==> config.mk <==
export PLATFORM = sky130hd
export DESIGN_NAME = pipelined_decode_stage
export DESIGN_NICKNAME = d
export VERILOG_FILES = /design/src/rtl/mips_pkg.sv /design/src/rtl/pipelined_decode_stage_register_file.sv /design/src/rtl/pipelined_decode_stage.sv
export SDC_FILE = /design/constraint.sdc
export NUM_CORES = 2
export LEC_CHECK = 0
export BUFFER_PORTS_ARGS = -buffer_cell sky130_fd_sc_hd__buf_2
export CAP_MARGIN = 5
export CORE_MARGIN = 1.5
export CORE_UTILIZATION = 41
export DETAILED_ROUTE_END_ITERATION = 10
export SYNTH_ARGS = -nofsm -noshare
export SYNTH_HDL_FRONTEND = slang
export SYNTH_SLANG_ARGS = --single-unit
==> constraint.sdc <==
create_clock -name clk -period 12.66 [get_ports clk]
set_input_delay 1.899 -clock clk [delete_from_list [all_inputs] [get_ports clk]]
set_output_delay 1.899 -clock clk [all_outputs]
set_load 0.1 [all_outputs]
==> src/rtl/mips_pkg.sv <==
// Shared MIPS decode definitions: opcodes, functs, ALU operation codes and control bundle.
package mips_pkg;

  localparam logic [5:0] OP_RTYPE = 6'h00;
  localparam logic [5:0] OP_J     = 6'h02;
  localparam logic [5:0] OP_BEQ   = 6'h04;
  localparam logic [5:0] OP_BNE   = 6'h05;
  localparam logic [5:0] OP_ADDI  = 6'h08;
  localparam logic [5:0] OP_SLTI  = 6'h0A;
  localparam logic [5:0] OP_ANDI  = 6'h0C;
  localparam logic [5:0] OP_ORI   = 6'h0D;
  localparam logic [5:0] OP_LUI   = 6'h0F;
  localparam logic [5:0] OP_LW    = 6'h23;
  localparam logic [5:0] OP_SW    = 6'h2B;

  localparam logic [5:0] FN_SLL  = 6'h00;
  localparam logic [5:0] FN_SRL  = 6'h02;
  localparam logic [5:0] FN_SRA  = 6'h03;
  localparam logic [5:0] FN_ADD  = 6'h20;
  localparam logic [5:0] FN_ADDU = 6'h21;
  localparam logic [5:0] FN_SUB  = 6'h22;
  localparam logic [5:0] FN_SUBU = 6'h23;
  localparam logic [5:0] FN_AND  = 6'h24;
  localparam logic [5:0] FN_OR   = 6'h25;
  localparam logic [5:0] FN_XOR  = 6'h26;
  localparam logic [5:0] FN_NOR  = 6'h27;
  localparam logic [5:0] FN_SLT  = 6'h2A;

  typedef enum logic [3:0] {
    ALU_ADD = 4'd0,
    ALU_SUB = 4'd1,
    ALU_AND = 4'd2,
    ALU_OR  = 4'd3,
    ALU_XOR = 4'd4,
    ALU_NOR = 4'd5,
    ALU_SLT = 4'd6,
    ALU_SLL = 4'd7,
    ALU_SRL = 4'd8,
    ALU_SRA = 4'd9,
    ALU_LUI = 4'd10
  } alu_op_e;

  typedef struct packed {
    logic    mem_to_reg;
    logic    reg_write;
    logic    mem_write;
    logic    mem_read;
    logic    alu_src;
    logic    reg_dst;
    logic    is_branch;
    logic    illegal;
    alu_op_e alu_op;
  } ctrl_t;

  // R-type ALU selection; unknown functs fall back to add
  function automatic alu_op_e funct_to_alu(input logic [5:0] funct);
    case (funct)
      FN_SLL:          return ALU_SLL;
      FN_SRL:          return ALU_SRL;
      FN_SRA:          return ALU_SRA;
      FN_SUB, FN_SUBU: return ALU_SUB;
      FN_AND:          return ALU_AND;
      FN_OR:           return ALU_OR;
      FN_XOR:          return ALU_XOR;
      FN_NOR:          return ALU_NOR;
      FN_SLT:          return ALU_SLT;
      default:         return ALU_ADD;
    endcase
  endfunction

endpackage

==> src/rtl/pipelined_decode_stage_register_file.sv <==
// Two-read, one-write register file with write-through bypass; r0 is hardwired to zero.
module register_file #(
  parameter int unsigned DATA_W    = 32,
  parameter int unsigned REG_COUNT = 32,
  parameter int unsigned REG_AW    = $clog2(REG_COUNT)
) (
  input  logic              clk,
  input  logic              reset,
  input  logic [REG_AW-1:0] raddr_a,
  input  logic [REG_AW-1:0] raddr_b,
  output logic [DATA_W-1:0] rdata_a,
  output logic [DATA_W-1:0] rdata_b,
  input  logic              we,
  input  logic [REG_AW-1:0] waddr,
  input  logic [DATA_W-1:0] wdata
);

  logic [DATA_W-1:0] mem_q [REG_COUNT];
  logic              wr_en;

  assign wr_en = we && (waddr != '0);

  function automatic logic [DATA_W-1:0] read_port(input logic [REG_AW-1:0] addr);
    if (addr == '0)                   return '0;
    else if (wr_en && (waddr == addr)) return wdata;
    else                               return mem_q[addr];
  endfunction

  // Storage: cleared on reset, r0 never written
  always_ff @(posedge clk or negedge reset) begin
    if (!reset) begin
      for (int unsigned i = 0; i < REG_COUNT; i++) mem_q[i] <= '0;
    end else if (wr_en) begin
      mem_q[waddr] <= wdata;
    end
  end

  // Read ports with same-cycle bypass of the write port
  always_comb begin
    rdata_a = read_port(raddr_a);
    rdata_b = read_port(raddr_b);
  end

endmodule

==> src/rtl/pipelined_decode_stage.sv <==
// MIPS ID stage: decode, immediate extension, hazard detection, ID branch resolution, ID/EX register.
module pipelined_decode_stage
  import mips_pkg::*;
#(
  parameter int unsigned DATA_W    = 32,
  parameter int unsigned REG_COUNT = 32,
  parameter int unsigned BRANCH_ID = 1,
  parameter int unsigned REG_AW    = $clog2(REG_COUNT)
) (
  input  logic              clk,
  input  logic              reset,
  input  logic              id_valid,
  input  logic [31:0]       id_instr,
  input  logic [DATA_W-1:0] id_pc4,
  input  logic              wb_reg_write,
  input  logic [REG_AW-1:0] wb_addr,
  input  logic [DATA_W-1:0] wb_data,
  input  logic              mem_reg_write,
  input  logic              mem_mem_read,
  input  logic [REG_AW-1:0] mem_dst,
  input  logic              ex_hold,
  output logic              id_stall,
  output logic              if_flush,
  output logic              redirect,
  output logic [DATA_W-1:0] redirect_pc,
  output logic              ex_valid,
  output logic              ex_mem_to_reg,
  output logic              ex_reg_write,
  output logic              ex_mem_write,
  output logic              ex_mem_read,
  output logic              ex_alu_src,
  output logic              ex_reg_dst,
  output logic              ex_is_branch,
  output logic              ex_illegal,
  output logic [3:0]        ex_alu_op,
  output logic [DATA_W-1:0] ex_imm,
  output logic [DATA_W-1:0] ex_rs_data,
  output logic [DATA_W-1:0] ex_rt_data,
  output logic [DATA_W-1:0] ex_pc4,
  output logic [REG_AW-1:0] ex_rs,
  output logic [REG_AW-1:0] ex_rt,
  output logic [REG_AW-1:0] ex_rd
);

  typedef struct packed {
    logic              valid;
    ctrl_t             ctrl;
    logic [DATA_W-1:0] imm;
    logic [DATA_W-1:0] rs_data;
    logic [DATA_W-1:0] rt_data;
    logic [DATA_W-1:0] pc4;
    logic [REG_AW-1:0] rs;
    logic [REG_AW-1:0] rt;
    logic [REG_AW-1:0] rd;
  } idex_t;

  logic [5:0]        opcode;
  logic [REG_AW-1:0] rs, rt, rd;
  logic [DATA_W-1:0] rs_data, rt_data;
  logic [DATA_W-1:0] imm_s, imm_z, imm;
  logic [DATA_W-1:0] br_target, j_target;
  ctrl_t             ctrl;
  logic              is_jump, use_rs, use_rt;
  logic [REG_AW-1:0] ex_dst;
  logic              load_use, br_haz, hazard, taken, redirect_int;
  idex_t             idex_d, idex_q;

  assign opcode = id_instr[31:26];
  assign rs     = id_instr[21 +: REG_AW];
  assign rt     = id_instr[16 +: REG_AW];
  assign rd     = id_instr[11 +: REG_AW];

  register_file #(.DATA_W(DATA_W), .REG_COUNT(REG_COUNT), .REG_AW(REG_AW)) u_regfile (
    .clk     (clk),
    .reset   (reset),
    .raddr_a (rs),
    .raddr_b (rt),
    .rdata_a (rs_data),
    .rdata_b (rt_data),
    .we      (wb_reg_write),
    .waddr   (wb_addr),
    .wdata   (wb_data)
  );

  // Control decode plus which source registers the instruction actually reads
  always_comb begin
    ctrl    = '0;
    is_jump = 1'b0;
    use_rs  = 1'b0;
    use_rt  = 1'b0;
    case (opcode)
      OP_RTYPE: begin
        ctrl.reg_dst = 1'b1; ctrl.reg_write = 1'b1;
        ctrl.alu_op  = funct_to_alu(id_instr[5:0]);
        use_rs = 1'b1; use_rt = 1'b1;
      end
      OP_LW: begin
        ctrl.alu_src = 1'b1; ctrl.mem_read = 1'b1; ctrl.mem_to_reg = 1'b1; ctrl.reg_write = 1'b1;
        use_rs = 1'b1;
      end
      OP_SW: begin
        ctrl.alu_src = 1'b1; ctrl.mem_write = 1'b1;
        use_rs = 1'b1; use_rt = 1'b1;
      end
      OP_BEQ, OP_BNE: begin
        ctrl.is_branch = 1'b1; ctrl.alu_op = ALU_SUB;
        use_rs = 1'b1; use_rt = 1'b1;
      end
      OP_ADDI: begin ctrl.alu_src = 1'b1; ctrl.reg_write = 1'b1; use_rs = 1'b1; end
      OP_SLTI: begin ctrl.alu_src = 1'b1; ctrl.reg_write = 1'b1; ctrl.alu_op = ALU_SLT; use_rs = 1'b1; end
      OP_ANDI: begin ctrl.alu_src = 1'b1; ctrl.reg_write = 1'b1; ctrl.alu_op = ALU_AND; use_rs = 1'b1; end
      OP_ORI:  begin ctrl.alu_src = 1'b1; ctrl.reg_write = 1'b1; ctrl.alu_op = ALU_OR;  use_rs = 1'b1; end
      OP_LUI:  begin ctrl.alu_src = 1'b1; ctrl.reg_write = 1'b1; ctrl.alu_op = ALU_LUI; end
      OP_J:    is_jump = 1'b1;
      default: ctrl.illegal = 1'b1;
    endcase
  end

  // Immediate extension and redirect targets
  always_comb begin
    imm_s = {{(DATA_W-16){id_instr[15]}}, id_instr[15:0]};
    imm_z = {{(DATA_W-16){1'b0}}, id_instr[15:0]};
    case (opcode)
      OP_ANDI, OP_ORI: imm = imm_z;
      OP_LUI:          imm = imm_z << 16;
      default:         imm = imm_s;
    endcase
    br_target = id_pc4 + (imm_s << 2);
    j_target  = {id_pc4[DATA_W-1:28], id_instr[25:0], 2'b00};
  end

  // Hazard detection, branch resolution and IF-side control
  always_comb begin
    ex_dst   = idex_q.ctrl.reg_dst ? idex_q.rd : idex_q.rt;
    load_use = id_valid && idex_q.valid && idex_q.ctrl.mem_read && (idex_q.rt != '0) &&
               ((use_rs && (idex_q.rt == rs)) || (use_rt && (idex_q.rt == rt)));
    // No forwarding into ID: any pending producer of a branch operand stalls
    br_haz   = (BRANCH_ID != 0) && id_valid && ctrl.is_branch &&
               ((idex_q.valid && idex_q.ctrl.reg_write && (ex_dst != '0) &&
                 ((ex_dst == rs) || (ex_dst == rt))) ||
                ((mem_mem_read || mem_reg_write) && (mem_dst != '0) &&
                 ((mem_dst == rs) || (mem_dst == rt))));
    hazard   = load_use || br_haz;
    taken    = is_jump || (ctrl.is_branch && ((rs_data == rt_data) ^ (opcode == OP_BNE)));
    redirect_int = (BRANCH_ID != 0) && id_valid && !hazard && !ex_hold && taken;
    // Reset forces every combinational output low
    id_stall    = reset && (hazard || ex_hold);
    redirect    = reset && redirect_int;
    if_flush    = reset && redirect_int;
    redirect_pc = reset ? (is_jump ? j_target : br_target) : '0;
  end

  // ID/EX next state: hold, bubble or load the decoded instruction
  always_comb begin
    idex_d = idex_q;
    if (!ex_hold) begin
      idex_d = '0;
      if (id_valid && !hazard) begin
        idex_d.valid   = 1'b1;
        idex_d.ctrl    = ctrl;
        idex_d.imm     = imm;
        idex_d.rs_data = rs_data;
        idex_d.rt_data = rt_data;
        idex_d.pc4     = id_pc4;
        idex_d.rs      = rs;
        idex_d.rt      = rt;
        idex_d.rd      = rd;
      end
    end
  end

  // ID/EX pipeline register
  always_ff @(posedge clk or negedge reset) begin
    if (!reset) idex_q <= '0;
    else        idex_q <= idex_d;
  end

  assign ex_valid      = idex_q.valid;
  assign ex_mem_to_reg = idex_q.ctrl.mem_to_reg;
  assign ex_reg_write  = idex_q.ctrl.reg_write;
  assign ex_mem_write  = idex_q.ctrl.mem_write;
  assign ex_mem_read   = idex_q.ctrl.mem_read;
  assign ex_alu_src    = idex_q.ctrl.alu_src;
  assign ex_reg_dst    = idex_q.ctrl.reg_dst;
  assign ex_is_branch  = idex_q.ctrl.is_branch;
  assign ex_illegal    = idex_q.ctrl.illegal;
  assign ex_alu_op     = idex_q.ctrl.alu_op;
  assign ex_imm        = idex_q.imm;
  assign ex_rs_data    = idex_q.rs_data;
  assign ex_rt_data    = idex_q.rt_data;
  assign ex_pc4        = idex_q.pc4;
  assign ex_rs         = idex_q.rs;
  assign ex_rt         = idex_q.rt;
  assign ex_rd         = idex_q.rd;

endmodule

==> metrics.md <==
| Metric | Value |
|---|---|
| Relative slew slack | `0.155` |
| Cell occurring most often along the worst timing path | `sky130_fd_sc_hd__nor4_1` |
| Combinational family with the most area after synthesis | `multiplexers` |
| Power per unit of standard cell area | `166 nW/um^2` |
| Hold buffers post-CTS | `0` |
| Num CTS Buffers | `133` |
| Layout Nets | `4758` |
| I/O pin cnt | `304` |
| Summed negative setup slack over all endpoints | `0 ns` |
| Number of detailed-routing iterations run before antenna repair | `6` |
| Post-synthesis adder-cell area fraction | `0.00603` |
| Biggest register | `u_regfile.mem_q` |
| Clock latency on the worst-skew pair | `0.79 ns` |
| Critical path endpoint category | `output pin` |
| Nature of the critical path startpoint | `input pin` |
| Xor/xnor cell area share of the yosys netlist | `0.0134` |
| Transition time at the pin with the least slew margin | `1.26 ns` |
| Overall routed net length | `230 mm` |
| Commonest cells after routing, fill and taps aside | `sky130_fd_sc_hd__dfrtp_1 (1179), sky130_fd_sc_hd__mux2_2 (991), sky130_fd_sc_hd__mux4_2 (477)` |
| CP max stage cell | `sky130_fd_sc_hd__nor2_1` |
| Routability Congestion | `0.867` |
| Area added between synthesis and finish | `11.7%` |
| Number of core rows | `144` |
| Number of flops mapped to enable cells by yosys | `0` |
| Count of buffers added by post-CTS timing repair for setup | `0` |
| CTS tree | `built` |
| Synthesized instance count | `4558` |
| Most common library cell in the layout ignoring fill and taps | `sky130_fd_sc_hd__dfrtp_1` |
| Resized Gates After CTS | `0` |
| Synthesis warning total | `0` |
| CTS H-tree depth | `4` |
| Cells along the critical path | `buf_8 > buf_12 > nand4b_1 > nand2_1 > nor2_1 > a221oi_1 > xor2_1 > nor4_1 > nand3_1 > nor4_1 > o21ai_1 > a21oi_1 > buf_2` |
| Sequential power share | `0.422` |
| Layout cells sized above 1 | `0.457` |
| Root buffer selected by CTS | `sky130_fd_sc_hd__clkbuf_16` |
| Clock input transition at the sequential cells of the worst setup and hold paths | `0.06 ns` |
| Die Outline Area | `157000 sq um` |
| Internal power | `8100 uW` |
| First-pass GRT wire length | `331 mm` |
| Die span in x | `396 um` |
| Final setup violation count | `0` |
| Req. time, crit path | `10.76 ns` |
| Complex-gate fraction of the synthesized area | `0.0748` |
| Total gr overflow | `0` |
| Max IR drop VDD | `0.142 mV` |
| Critical-path maximum fanout | `94` |
| Max-capacitance violation count | `0` |
| Number of vias per cell after detailed routing | `6.52` |
| Highest Clock Rate | `103 MHz` |
| Number of flip-flops in the largest register | `1024` |
| Die H | `396 um` |
| Final Util | `0.461` |
| Longest individual stage delay on the worst path | `0.98 ns` |
| Crit path buffers/inverters | `3` |
| Clk pwr share | `0.343` |
| Static Leakage | `0.0310 uW` |
| Dominant synthesized flop cell | `sky130_fd_sc_hd__dfrtp_1` |
| Total via count in the routed design | `44100` |
| Post-route DRC violation count | `0` |
| Number of antenna violations at the first check in global routing | `23` |
| Final period util | `0.765` |
| Fraction of synthesis flops using an asynchronous set or reset pin | `1.00` |
| Residual antenna-violating net count after detailed routing | `0` |
| Net switching fraction of the power | `0.310` |
| Run status | `complete, no violations` |
| Combinational share of power | `0.235` |
| Sequential element share of the synthesized area | `0.465` |
| Maximum number of pins on one net before global-route repair | `171` |
| HPWL after DPL | `138 mm` |
| All-layer global routing usage | `0.292` |
| Start-to-end type of the worst setup path | `in -> out` |
| Worst Hold Class | `reg -> reg` |
| Clock net sink count | `1179` |
| Net Switching | `3650 uW` |
| Routed wirelength normalized by instance count | `34.0 um` |
| Number of failing hold endpoints at the final stage | `0` |
| Post-synthesis register bit count | `1179` |
| Per-instance average area after synthesis | `13.9 sq um` |
| Number of buffers on the longest clock path | `3` |
| Multiplexer share of the synthesized area | `0.369` |
| Library cells used by synthesis | `80` |
| Post-synthesis instance area | `63400 sq um` |
| CP delay by family, top | `simple AND/OR/NAND/NOR gates` |
| Setup clock skew after layout | `0.0223 ns` |
| Arrival time reported for the critical path endpoint | `7.78 ns` |
| Number of global-route vias before repair | `43800` |
| Starting density of the core | `0.412` |
| Core area | `154000 sq um` |
| Slew Limit Fails | `0` |
| Simple-Gate Fraction of Synth Area | `0.0340` |
| Initial detailed-routing violation count | `4929` |
| Setup repair after global routing missed its margin | `no` |
| Post-Syn Nets | `4701` |
| Final critical path time including I/O delays and setup | `9.68 ns` |
| Count of buffers inserted at the top-level ports | `303` |
==> cells by family (layout without fill, tap and decap cells) <==
kind of cell,count (synthesis),count (layout)
multiplexers,1621,1621
flip-flops,1179,1179
AO/OA/AOI/OAI,673,673
buffers and inverters,507,666
AND/OR/NAND/NOR,451,451
XOR/XNOR,97,97
adder cells (fa/ha/maj),30,30
other,0,6
==> area by class of cell <==
type                       instances  area, sq um
multi-input combinational       2872        31800
clock inverter                    46          572
timing repair buffer             412         2480
clock buffer                     191         3920
sequential                      1179        29500
antenna                            6         15.0
inverter                          17         63.8
fill                           13700        83000
tap                             2044         2560
==> per-stage QoR <==
stage,area (sq um),hold slack [ns],power (uW),cells,setup WS [ns]
floorplan,63400,0.441,6900,4558,4.07
global placement,66400,0.379,7670,6524,3.11
detailed placement,66400,0.382,7730,6524,3.11
CTS,70900,0.397,11800,6761,3.10
global route,70900,0.411,12200,6766,2.86
finish,70900,0.393,11700,6767,2.98
==> final timing paths <==
kind	to	depth (start not counted)	startpoint	slack [ns]
max	redirect	13	id_instr[21]	2.98
min	u_regfile.mem_q[996]	0	u_regfile.mem_q[996]	0.39
max reg2reg	ex_rt_data[15]	11	ex_reg_dst	8.88
min reg2reg	u_regfile.mem_q[996]	0	u_regfile.mem_q[996]	0.39
max in group asynchronous	ex_rs_data[7]	6	reset	7.02
min in group asynchronous	u_regfile.mem_q[1004]	1	reset	1.09
==> Yosys cell counts, types with 7 or more instances <==
cell                        number  area [sq um]
sky130_fd_sc_hd__nor2_1         69           259
sky130_fd_sc_hd__a32oi_1        14           123
sky130_fd_sc_hd__o21ai_0       161           806
sky130_fd_sc_hd__a22oi_1        72           541
sky130_fd_sc_hd__mux2_2        991         11200
sky130_fd_sc_hd__and3_1          9          56.3
sky130_fd_sc_hd__a21o_1         18           135
sky130_fd_sc_hd__mux4_2        477         10700
sky130_fd_sc_hd__a22o_1         97           850
sky130_fd_sc_hd__mux2i_1       153          1530
sky130_fd_sc_hd__xnor2_1        55           482
sky130_fd_sc_hd__a221oi_1       29           254
sky130_fd_sc_hd__buf_1          39           146
sky130_fd_sc_hd__buf_2          51           255
sky130_fd_sc_hd__nand2_1       196           736
sky130_fd_sc_hd__inv_1          14          52.6
sky130_fd_sc_hd__o211ai_1       20           150
sky130_fd_sc_hd__nand3_1        29           145
sky130_fd_sc_hd__o22ai_1        27           169
sky130_fd_sc_hd__xor2_1         42           368
sky130_fd_sc_hd__or3_1           7          43.8
sky130_fd_sc_hd__a21boi_0        7          52.6
sky130_fd_sc_hd__a221o_1        18           180
sky130_fd_sc_hd__ha_1           29           363
sky130_fd_sc_hd__clkbuf_1      340          1280
sky130_fd_sc_hd__dfrtp_1      1179         29500
sky130_fd_sc_hd__nand2b_1       17           106
sky130_fd_sc_hd__o221ai_1       30           263
sky130_fd_sc_hd__a211oi_1       20           150
sky130_fd_sc_hd__nor3_1         26           130
sky130_fd_sc_hd__buf_4          20           150
sky130_fd_sc_hd__o21a_1          8          60.1
sky130_fd_sc_hd__a2111oi_0       7          61.3
sky130_fd_sc_hd__nor2b_1        19           119
sky130_fd_sc_hd__buf_6          33           372
sky130_fd_sc_hd__a21oi_1        85           425
sky130_fd_sc_hd__and2_1         26           163
sky130_fd_sc_hd__a31oi_1        10          62.6
sky130_fd_sc_hd__nor4_1         13          81.3
==> per-layer routing <==
layer	part of all wire	track usage	up-vias
met3	0.098	0.0819	436
met1	0.42	0.406	23800
met5	0.00076	0	-
met4	0.038	0.102	28
li1	-	-	17600
met2	0.45	0.436	2275
==> power groups by stage <==
stage	registers [uW]	logic [uW]	clock network, uW
global route	5030	2900	4230
finish	4950	2760	4030
global placement	4960	2710	0
detailed placement	4990	2740	0
CTS	4930	2750	4080
floorplan	5130	1770	0
Power figures use the tool's default switching activity.
